**src/rtl/mycpu_id_stage.sv**
```systemverilog
// MIPS-subset decode stage: decode, register-file read, operand forwarding, branch
// resolution, and the ID/EX register. Define MYCPU_ID_FWD_EN to enable EX/MEM forwarding.
module mycpu_id_stage #(
    parameter int unsigned XLEN    = 32,
    parameter int unsigned NREG    = 32,
    parameter int unsigned ALUOP_W = 4
) (
    input  logic               clk,
    input  logic               rst,
    input  logic               in_valid,
    output logic               in_ready,
    input  logic [31:0]        in_inst,
    input  logic [XLEN-1:0]    in_pc,
    input  logic               wb_wen,
    input  logic [4:0]         wb_addr,
    input  logic [XLEN-1:0]    wb_data,
    input  logic               ex_wen,
    input  logic [4:0]         ex_addr,
    input  logic [XLEN-1:0]    ex_data,
    input  logic               ex_is_load,
    input  logic               mem_wen,
    input  logic [4:0]         mem_addr,
    input  logic [XLEN-1:0]    mem_data,
    output logic               out_valid,
    input  logic               out_ready,
    output logic [XLEN-1:0]    out_a,
    output logic [XLEN-1:0]    out_b,
    output logic [XLEN-1:0]    out_st_data,
    output logic [4:0]         out_dest,
    output logic [ALUOP_W-1:0] out_aluop,
    output logic               out_reg_wen,
    output logic               out_mem_to_reg,
    output logic               out_mem_wen,
    output logic               br_taken,
    output logic [XLEN-1:0]    br_target
);

    localparam int unsigned NSLOT = 32;

    typedef enum logic [1:0] {A_RS, A_SHAMT, A_ZERO}    a_sel_e;
    typedef enum logic [1:0] {B_RT, B_SEXT, B_LUI}      b_sel_e;
    typedef enum logic [2:0] {BR_NONE, BR_EQ, BR_NE, BR_LEZ, BR_GTZ} br_kind_e;

    logic [XLEN-1:0] rf_q [NSLOT];

    logic [5:0]  op;
    logic [4:0]  rs_a, rt_a, rd_a, shamt;
    logic [5:0]  func;
    logic [15:0] imm;
    assign op    = in_inst[31:26];
    assign rs_a  = in_inst[25:21];
    assign rt_a  = in_inst[20:16];
    assign rd_a  = in_inst[15:11];
    assign shamt = in_inst[10:6];
    assign func  = in_inst[5:0];
    assign imm   = in_inst[15:0];

    logic       use_rs, use_rt, dest_rt, dec_reg_wen, dec_mem_to_reg, dec_mem_wen;
    logic [3:0] dec_aluop;
    a_sel_e     a_sel;
    b_sel_e     b_sel;
    br_kind_e   br_kind;

    // Instruction decode; anything unrecognised stays a NOP with no sources.
    always_comb begin
        use_rs         = 1'b0;
        use_rt         = 1'b0;
        dest_rt        = 1'b0;
        dec_reg_wen    = 1'b0;
        dec_mem_to_reg = 1'b0;
        dec_mem_wen    = 1'b0;
        dec_aluop      = 4'd0;
        a_sel          = A_RS;
        b_sel          = B_RT;
        br_kind        = BR_NONE;
        case (op)
            6'h00: begin
                dec_reg_wen = 1'b1;
                use_rs      = 1'b1;
                use_rt      = 1'b1;
                case (func)
                    6'h00: begin dec_aluop = 4'h8; a_sel = A_SHAMT; use_rs = 1'b0; end
                    6'h02: begin dec_aluop = 4'hA; a_sel = A_SHAMT; use_rs = 1'b0; end
                    6'h03: begin dec_aluop = 4'hB; a_sel = A_SHAMT; use_rs = 1'b0; end
                    6'h04: dec_aluop = 4'h8;
                    6'h06: dec_aluop = 4'hA;
                    6'h07: dec_aluop = 4'hB;
                    6'h21: dec_aluop = 4'h0;
                    6'h23: dec_aluop = 4'h1;
                    6'h24: dec_aluop = 4'h4;
                    6'h25: dec_aluop = 4'h5;
                    6'h26: dec_aluop = 4'h6;
                    6'h27: dec_aluop = 4'h7;
                    6'h2A: dec_aluop = 4'h2;
                    6'h2B: dec_aluop = 4'h3;
                    default: begin dec_reg_wen = 1'b0; use_rs = 1'b0; use_rt = 1'b0; end
                endcase
            end
            6'h09: begin use_rs = 1'b1; b_sel = B_SEXT; dest_rt = 1'b1; dec_reg_wen = 1'b1; end
            6'h23: begin
                use_rs = 1'b1; b_sel = B_SEXT; dest_rt = 1'b1;
                dec_reg_wen = 1'b1; dec_mem_to_reg = 1'b1;
            end
            6'h2B: begin use_rs = 1'b1; use_rt = 1'b1; b_sel = B_SEXT; dec_mem_wen = 1'b1; end
            6'h0F: begin a_sel = A_ZERO; b_sel = B_LUI; dest_rt = 1'b1; dec_reg_wen = 1'b1; dec_aluop = 4'h5; end
            6'h04: begin use_rs = 1'b1; use_rt = 1'b1; br_kind = BR_EQ;  end
            6'h05: begin use_rs = 1'b1; use_rt = 1'b1; br_kind = BR_NE;  end
            6'h06: begin use_rs = 1'b1; br_kind = BR_LEZ; end
            6'h07: begin use_rs = 1'b1; br_kind = BR_GTZ; end
            default: ;
        endcase
    end

    // Source value with bypass priority EX > MEM > WB > regfile; r0 and r>=NREG read 0.
    function automatic logic [XLEN-1:0] src_val(input logic [4:0] addr);
        logic [XLEN-1:0] v;
        v = rf_q[addr];
        if (wb_wen && wb_addr == addr) v = wb_data;
`ifdef MYCPU_ID_FWD_EN
        if (mem_wen && mem_addr == addr) v = mem_data;
        if (ex_wen && ex_addr == addr) v = ex_data;
`endif
        if (addr == 5'd0 || {1'b0, addr} >= 6'(NREG)) v = '0;
        return v;
    endfunction

    logic [XLEN-1:0] rs_v, rt_v, imm_sx, a_c, b_c, target_c;
    logic            taken_c, stall_c, accept_c;

    always_comb begin
        rs_v     = src_val(rs_a);
        rt_v     = src_val(rt_a);
        imm_sx   = {{(XLEN-16){imm[15]}}, imm};
        target_c = in_pc + XLEN'(4) + {imm_sx[XLEN-3:0], 2'b00};
        a_c      = rs_v;
        b_c      = rt_v;
        taken_c  = 1'b0;
        case (a_sel)
            A_SHAMT: a_c = {{(XLEN-5){1'b0}}, shamt};
            A_ZERO:  a_c = '0;
            default: a_c = rs_v;
        endcase
        case (b_sel)
            B_SEXT:  b_c = imm_sx;
            B_LUI:   b_c = {{(XLEN-32){1'b0}}, imm, 16'h0000};
            default: b_c = rt_v;
        endcase
        case (br_kind)
            BR_EQ:   taken_c = (rs_v == rt_v);
            BR_NE:   taken_c = (rs_v != rt_v);
            BR_LEZ:  taken_c = rs_v[XLEN-1] || (rs_v == '0);
            BR_GTZ:  taken_c = !rs_v[XLEN-1] && (rs_v != '0);
            default: taken_c = 1'b0;
        endcase
    end

    // Hazard interlock: load-use only with forwarding, any pending producer without.
`ifdef MYCPU_ID_FWD_EN
    assign stall_c = ex_wen && ex_is_load && (ex_addr != 5'd0) &&
                     ((use_rs && rs_a == ex_addr) || (use_rt && rt_a == ex_addr));
`else
    logic unused_fwd;
    assign unused_fwd = ^{ex_data, mem_data, ex_is_load};
    assign stall_c = (ex_wen && (ex_addr != 5'd0) &&
                      ((use_rs && rs_a == ex_addr) || (use_rt && rt_a == ex_addr))) ||
                     (mem_wen && (mem_addr != 5'd0) &&
                      ((use_rs && rs_a == mem_addr) || (use_rt && rt_a == mem_addr)));
`endif

    assign in_ready = (!out_valid || out_ready) && !stall_c;
    assign accept_c = in_valid && in_ready;

    // Register file: write port runs every cycle, r0 and r>=NREG never stored.
    always_ff @(posedge clk or negedge rst) begin
        if (!rst) begin
            for (int unsigned i = 0; i < NSLOT; i++) rf_q[i] <= '0;
        end else begin
            for (int unsigned i = 1; i < NSLOT; i++)
                if (i < NREG && wb_wen && wb_addr == 5'(i)) rf_q[i] <= wb_data;
        end
    end

    // ID/EX register: load on accept, drop valid after a handshake with nothing new.
    always_ff @(posedge clk or negedge rst) begin
        if (!rst) begin
            out_valid      <= 1'b0;
            out_a          <= '0;
            out_b          <= '0;
            out_st_data    <= '0;
            out_dest       <= '0;
            out_aluop      <= '0;
            out_reg_wen    <= 1'b0;
            out_mem_to_reg <= 1'b0;
            out_mem_wen    <= 1'b0;
            br_taken       <= 1'b0;
            br_target      <= '0;
        end else if (accept_c) begin
            out_valid      <= 1'b1;
            out_a          <= a_c;
            out_b          <= b_c;
            out_st_data    <= rt_v;
            out_dest       <= dest_rt ? rt_a : rd_a;
            out_aluop      <= ALUOP_W'(dec_aluop);
            out_reg_wen    <= dec_reg_wen;
            out_mem_to_reg <= dec_mem_to_reg;
            out_mem_wen    <= dec_mem_wen;
            br_taken       <= taken_c;
            br_target      <= target_c;
        end else if (out_ready) begin
            out_valid <= 1'b0;
            br_taken  <= 1'b0;
        end
    end

endmodule

```
**config.mk**
```make
export PLATFORM = sky130hd
export DESIGN_NAME = mycpu_id_stage
export DESIGN_NICKNAME = d
export VERILOG_FILES = /design/src/rtl/mycpu_id_stage.sv
export SDC_FILE = /design/constraint.sdc
export NUM_CORES = 2
export LEC_CHECK = 0
export BUFFER_PORTS_ARGS = -buffer_cell sky130_fd_sc_hd__buf_2
export CORE_MARGIN = 5
export CORE_UTILIZATION = 45
export CTS_CLUSTER_DIAMETER = 100
export CTS_CLUSTER_SIZE = 10
export DETAILED_ROUTE_END_ITERATION = 16
export PLACE_DENSITY = 0.61
export RECOVER_POWER = 100
export REMOVE_ABC_BUFFERS = 1
export SLEW_MARGIN = 30
export SYNTH_ARGS = -nofsm -noshare
export SYNTH_HDL_FRONTEND = slang
export SYNTH_SLANG_ARGS = --single-unit
```
**constraint.sdc**
```tcl
create_clock -name clk -period 4.31 [get_ports clk]
set_input_delay 0.431 -clock clk [delete_from_list [all_inputs] [get_ports clk]]
set_output_delay 0.431 -clock clk [all_outputs]
set_load 0.005 [all_outputs]
```
==> run summary <==
Critical path
- required time at the worst-slack endpoint: 4.95 ns
- Buf/Inv on CP: 3
- Critical-path top delay cell: sky130_fd_sc_hd__nor2_1
- crit path capture type: flop
- Critical Path Most Common Cell: sky130_fd_sc_hd__clkbuf_1
- CP peak stage delay: 1.61 ns
- launching element type of the critical path: input pin
- cell-by-cell trace of the critical path: clkbuf_1 -> clkbuf_1 -> nand2b_1 -> nor2_1 -> clkbuf_2 -> mux2_2
- family with the most delay on the worst path: buffers and inverters
- Crit Path Max Fanout: 22
- data arrival at the endpoint of the critical path: 4.75 ns
- category of the most critical setup path: in -> reg

Logic synthesis
- sequential share of the synthesized area: 0.457
- simple-gate area share of the yosys netlist: 0.0464
- library cell with the largest summed area after synthesis: sky130_fd_sc_hd__dfrtp_1
- post-synthesis instance area: 62000 sq um
- Yosys warnings: 32
- fraction of the mapped netlist area in adder cells: 0.0124
- flip-flop cell with the highest count after synthesis: sky130_fd_sc_hd__dfrtp_1
- Synth async-reset ratio: 1.00
- top post-synthesis cells by area: sky130_fd_sc_hd__dfrtp_1, sky130_fd_sc_hd__mux2_2, sky130_fd_sc_hd__mux4_2
- Post-Synthesis Cells: 4596
- portion of netlist area occupied by mux cells: 0.375
- area share of the leading cell type in the synthesized netlist: 0.457
- Avg Synthesized Cell Area: 13.5 sq um
- number of register bits inferred by synthesis: 1134
- synthesized-area fraction occupied by ao, oa, aoi and oai cells: 0.0648
- post-synthesis share of cell area spent on xor and xnor gates: 0.0117
- Cell variety after synth: 74
- number of enable flip-flop cells after synthesis: 0
- dominant combinational cell family by area after synthesis: multiplexers

CTS
- maximum buffer depth of the clock tree: 3
- number of gates given a new drive strength after cts: 0
- clock latency reported for the late side of the worst-skew pair: 0.78 ns
- TritonCTS clock tree: done
- CTS H-Tree Depth: 4
- sink count of the clock tree: 1134
- clock tree root driver cell: sky130_fd_sc_hd__clkbuf_16
- Reg clk slew, reported paths: 0.06 ns
- number of buffers created by CTS: 131

Power and ir drop
- peak ir drop on the vdd network: 0.426 mV
- Power Density: 453 nW/um^2
- leakage: 30.8 nW
- Comb power frac: 0.245
- Overall Power: 32.1 mW
- Clock power frac: 0.309
- Switching Fraction: 0.299
- register share of total power: 0.446
- net switching power of the design: 9.61 mW
- cell-internal power: 22.5 mW

Worst hold path
- Hold Crit Class: in -> reg

Layout
- fraction of the core area covered by cells at the end of the flow: 0.517
- relative area change from synthesis to final layout: 14.4%
- ratio of cells with drive above 1 in the final layout: 0.446
- number of flip-flops under the largest register name: 992
- largest register by flop count: rf_q
- most frequent cells in the layout: sky130_fd_sc_hd__dfrtp_1, sky130_fd_sc_hd__mux2_2, sky130_fd_sc_hd__mux4_2
- number of nets in the layout: 5207
- total of fill cells in the finished design: 11800
- most common cell after layout, fill and taps aside: sky130_fd_sc_hd__dfrtp_1
- final design instance area without fill: 71000 sq um

STA
- Tightest Pin Transition: 3.70 ns
- final hold vios: 0
- final worst setup slack: 0.202 ns
- pins over their slew limit: 784
- crit path time final: 4.11 ns
- final number of setup-violating endpoints: 0
- final sum of negative setup slack: 0 ns
- period utilization: 0.953
- relative slew slack: -1.46
- max frequency: 0.243 GHz
- final worst clock skew: 0.0253 ns
- setup repair after global routing missed its margin: no

Floorplan
- Initial Util: 0.452
- vertical extent of the die: 381 um
- standard-cell row count: 136
- core footprint: 137000 sq um
- die width: 381 um
- full die area: 145000 sq um
- number of top-level pins: 326

Route
- Detailed Routing Iterations Pass 1: 6
- total via count in the routed design: 45700
- Iteration-0 DRC Markers: 5339
- DRC: 0
- via density per instance: 6.74
- average detailed-routed wire length per instance: 35.1 um
- total detailed-routing wirelength: 238 mm
- count of antenna-violating nets left after detailed routing: 0

Placement
- worst setup timing slack at the placement stage: -0.331 ns
- IO buf count: 260
- Placed Instance Area: 68000 sq um
- DPL Wire Length: 162 mm
- Final GP Congestion: 0.954

Job
- Max-Cap Viols: 36

Run status
- failing checks: capacitance limit, slew limit
- outcome: finished with violations

Global routing
- number of global-route vias before repair: 46200
- number of antenna violations at the first check in global routing: 24
- overflow left after global routing: 0
- wire length of the first global-routing pass: 342 mm
- Overall Global Routing Usage: 0.324
- largest net degree at the start of global routing: 122

## path summary, 6_finish.rpt
check	startpoint	endpoint	slack (ns)	cells after the start
worst max-delay path	wb_addr[2]	rf_q[334]$_DFFE_PN0P_	0.20	6
max in group asynchronous	rst	rf_q[149]$_DFFE_PN0P_	0.57	3
worst min-delay path	in_inst[30]	br_taken$_DFFE_PN0P_	0.04	4
worst min register to register	br_target[1]$_DFFE_PN0P_	br_target[1]$_DFFE_PN0P_	0.47	2
min in group asynchronous	rst	out_valid$_DFFE_PN0P_	1.03	2
worst max register to register	rf_q[277]$_DFFE_PN0P_	br_taken$_DFFE_PN0P_	0.35	15
## power groups by stage
stage,Combinational (mW),Clock [mW],Sequential (mW)
global placement,7.72,0,14.3
floorplan,4.75,0,13.9
CTS,7.89,10.1,14.2
finish,7.86,9.93,14.3
global route,8.34,10.5,14.6
detailed placement,7.85,0,14.4
## cell families (layout without fill, tap and decap cells)
kind of cell,Yosys count,count (layout)
other cells,0,12
flops,1134,1134
xor+xnor,83,83
compound gates,591,591
mux,1614,1614
fa+ha+maj,61,61
simple gates,626,626
buf+inv,487,868
## per-layer routing
layer  GRT usage  share of wire  wire length, um
met2       0.483           0.44           105000
met1       0.440           0.40            94200
met4       0.161          0.058            13800
met3      0.0895           0.10            24900
met5           0        0.00053              126
## Yosys cell counts, types with 54 or more instances
cell type,n
sky130_fd_sc_hd__clkbuf_1,302
sky130_fd_sc_hd__mux2_2,1071
sky130_fd_sc_hd__buf_1,54
sky130_fd_sc_hd__nor2_1,115
sky130_fd_sc_hd__mux4_2,459
sky130_fd_sc_hd__dfrtp_1,1134
sky130_fd_sc_hd__ha_1,60
sky130_fd_sc_hd__buf_2,73
sky130_fd_sc_hd__o21ai_0,150
sky130_fd_sc_hd__mux2i_1,84
sky130_fd_sc_hd__nand2_1,289
sky130_fd_sc_hd__a21oi_1,81
## worst reg2reg max path, cell delays in order (launching register included)
cell                       delay [ns]
sky130_fd_sc_hd__dfrtp_1         0.40
sky130_fd_sc_hd__mux4_2          0.48
sky130_fd_sc_hd__mux2i_1         0.18
sky130_fd_sc_hd__buf_4           0.15
sky130_fd_sc_hd__o22ai_1         0.13
sky130_fd_sc_hd__nor4bb_1        0.57
sky130_fd_sc_hd__buf_4           0.22
sky130_fd_sc_hd__nor3_1          0.08
sky130_fd_sc_hd__xor2_1          0.17
sky130_fd_sc_hd__buf_4           0.16
sky130_fd_sc_hd__nand4_1         0.20
sky130_fd_sc_hd__nor4_1          0.37
sky130_fd_sc_hd__buf_4           0.17
sky130_fd_sc_hd__a31oi_1         0.21
sky130_fd_sc_hd__xor2_1          0.22
sky130_fd_sc_hd__o31ai_2         0.19
## layout make-up
type	count	area (sq um)	area share
inverter	36	135	0.00190
clock inverter	13	136	0.00192
sequential	1134	28400	0.400
tap	1794	2240	0.0316
timing repair buffer	685	4980	0.0702
clock buffer	134	3350	0.0472
antenna	12	30.0	0.000423
multi-input combinational	2975	31700	0.447
## per-stage QoR
stage                     std cells  hold slack [ns]
after floorplan                4145            0.135
after global placement         6616            0.455
after detailed placement       6616            0.459
after CTS                      6771         0.000602
after global routing           6772           0.0556
final                          6783           0.0440
## timing repair
action,in CTS,in global routing
hold endpoints to repair,78,0
buffers inserted,0,0
hold buffers,8,0
endpoints found under the setup margin,0,0
Note: power is estimated with default switching activity, not from simulation.
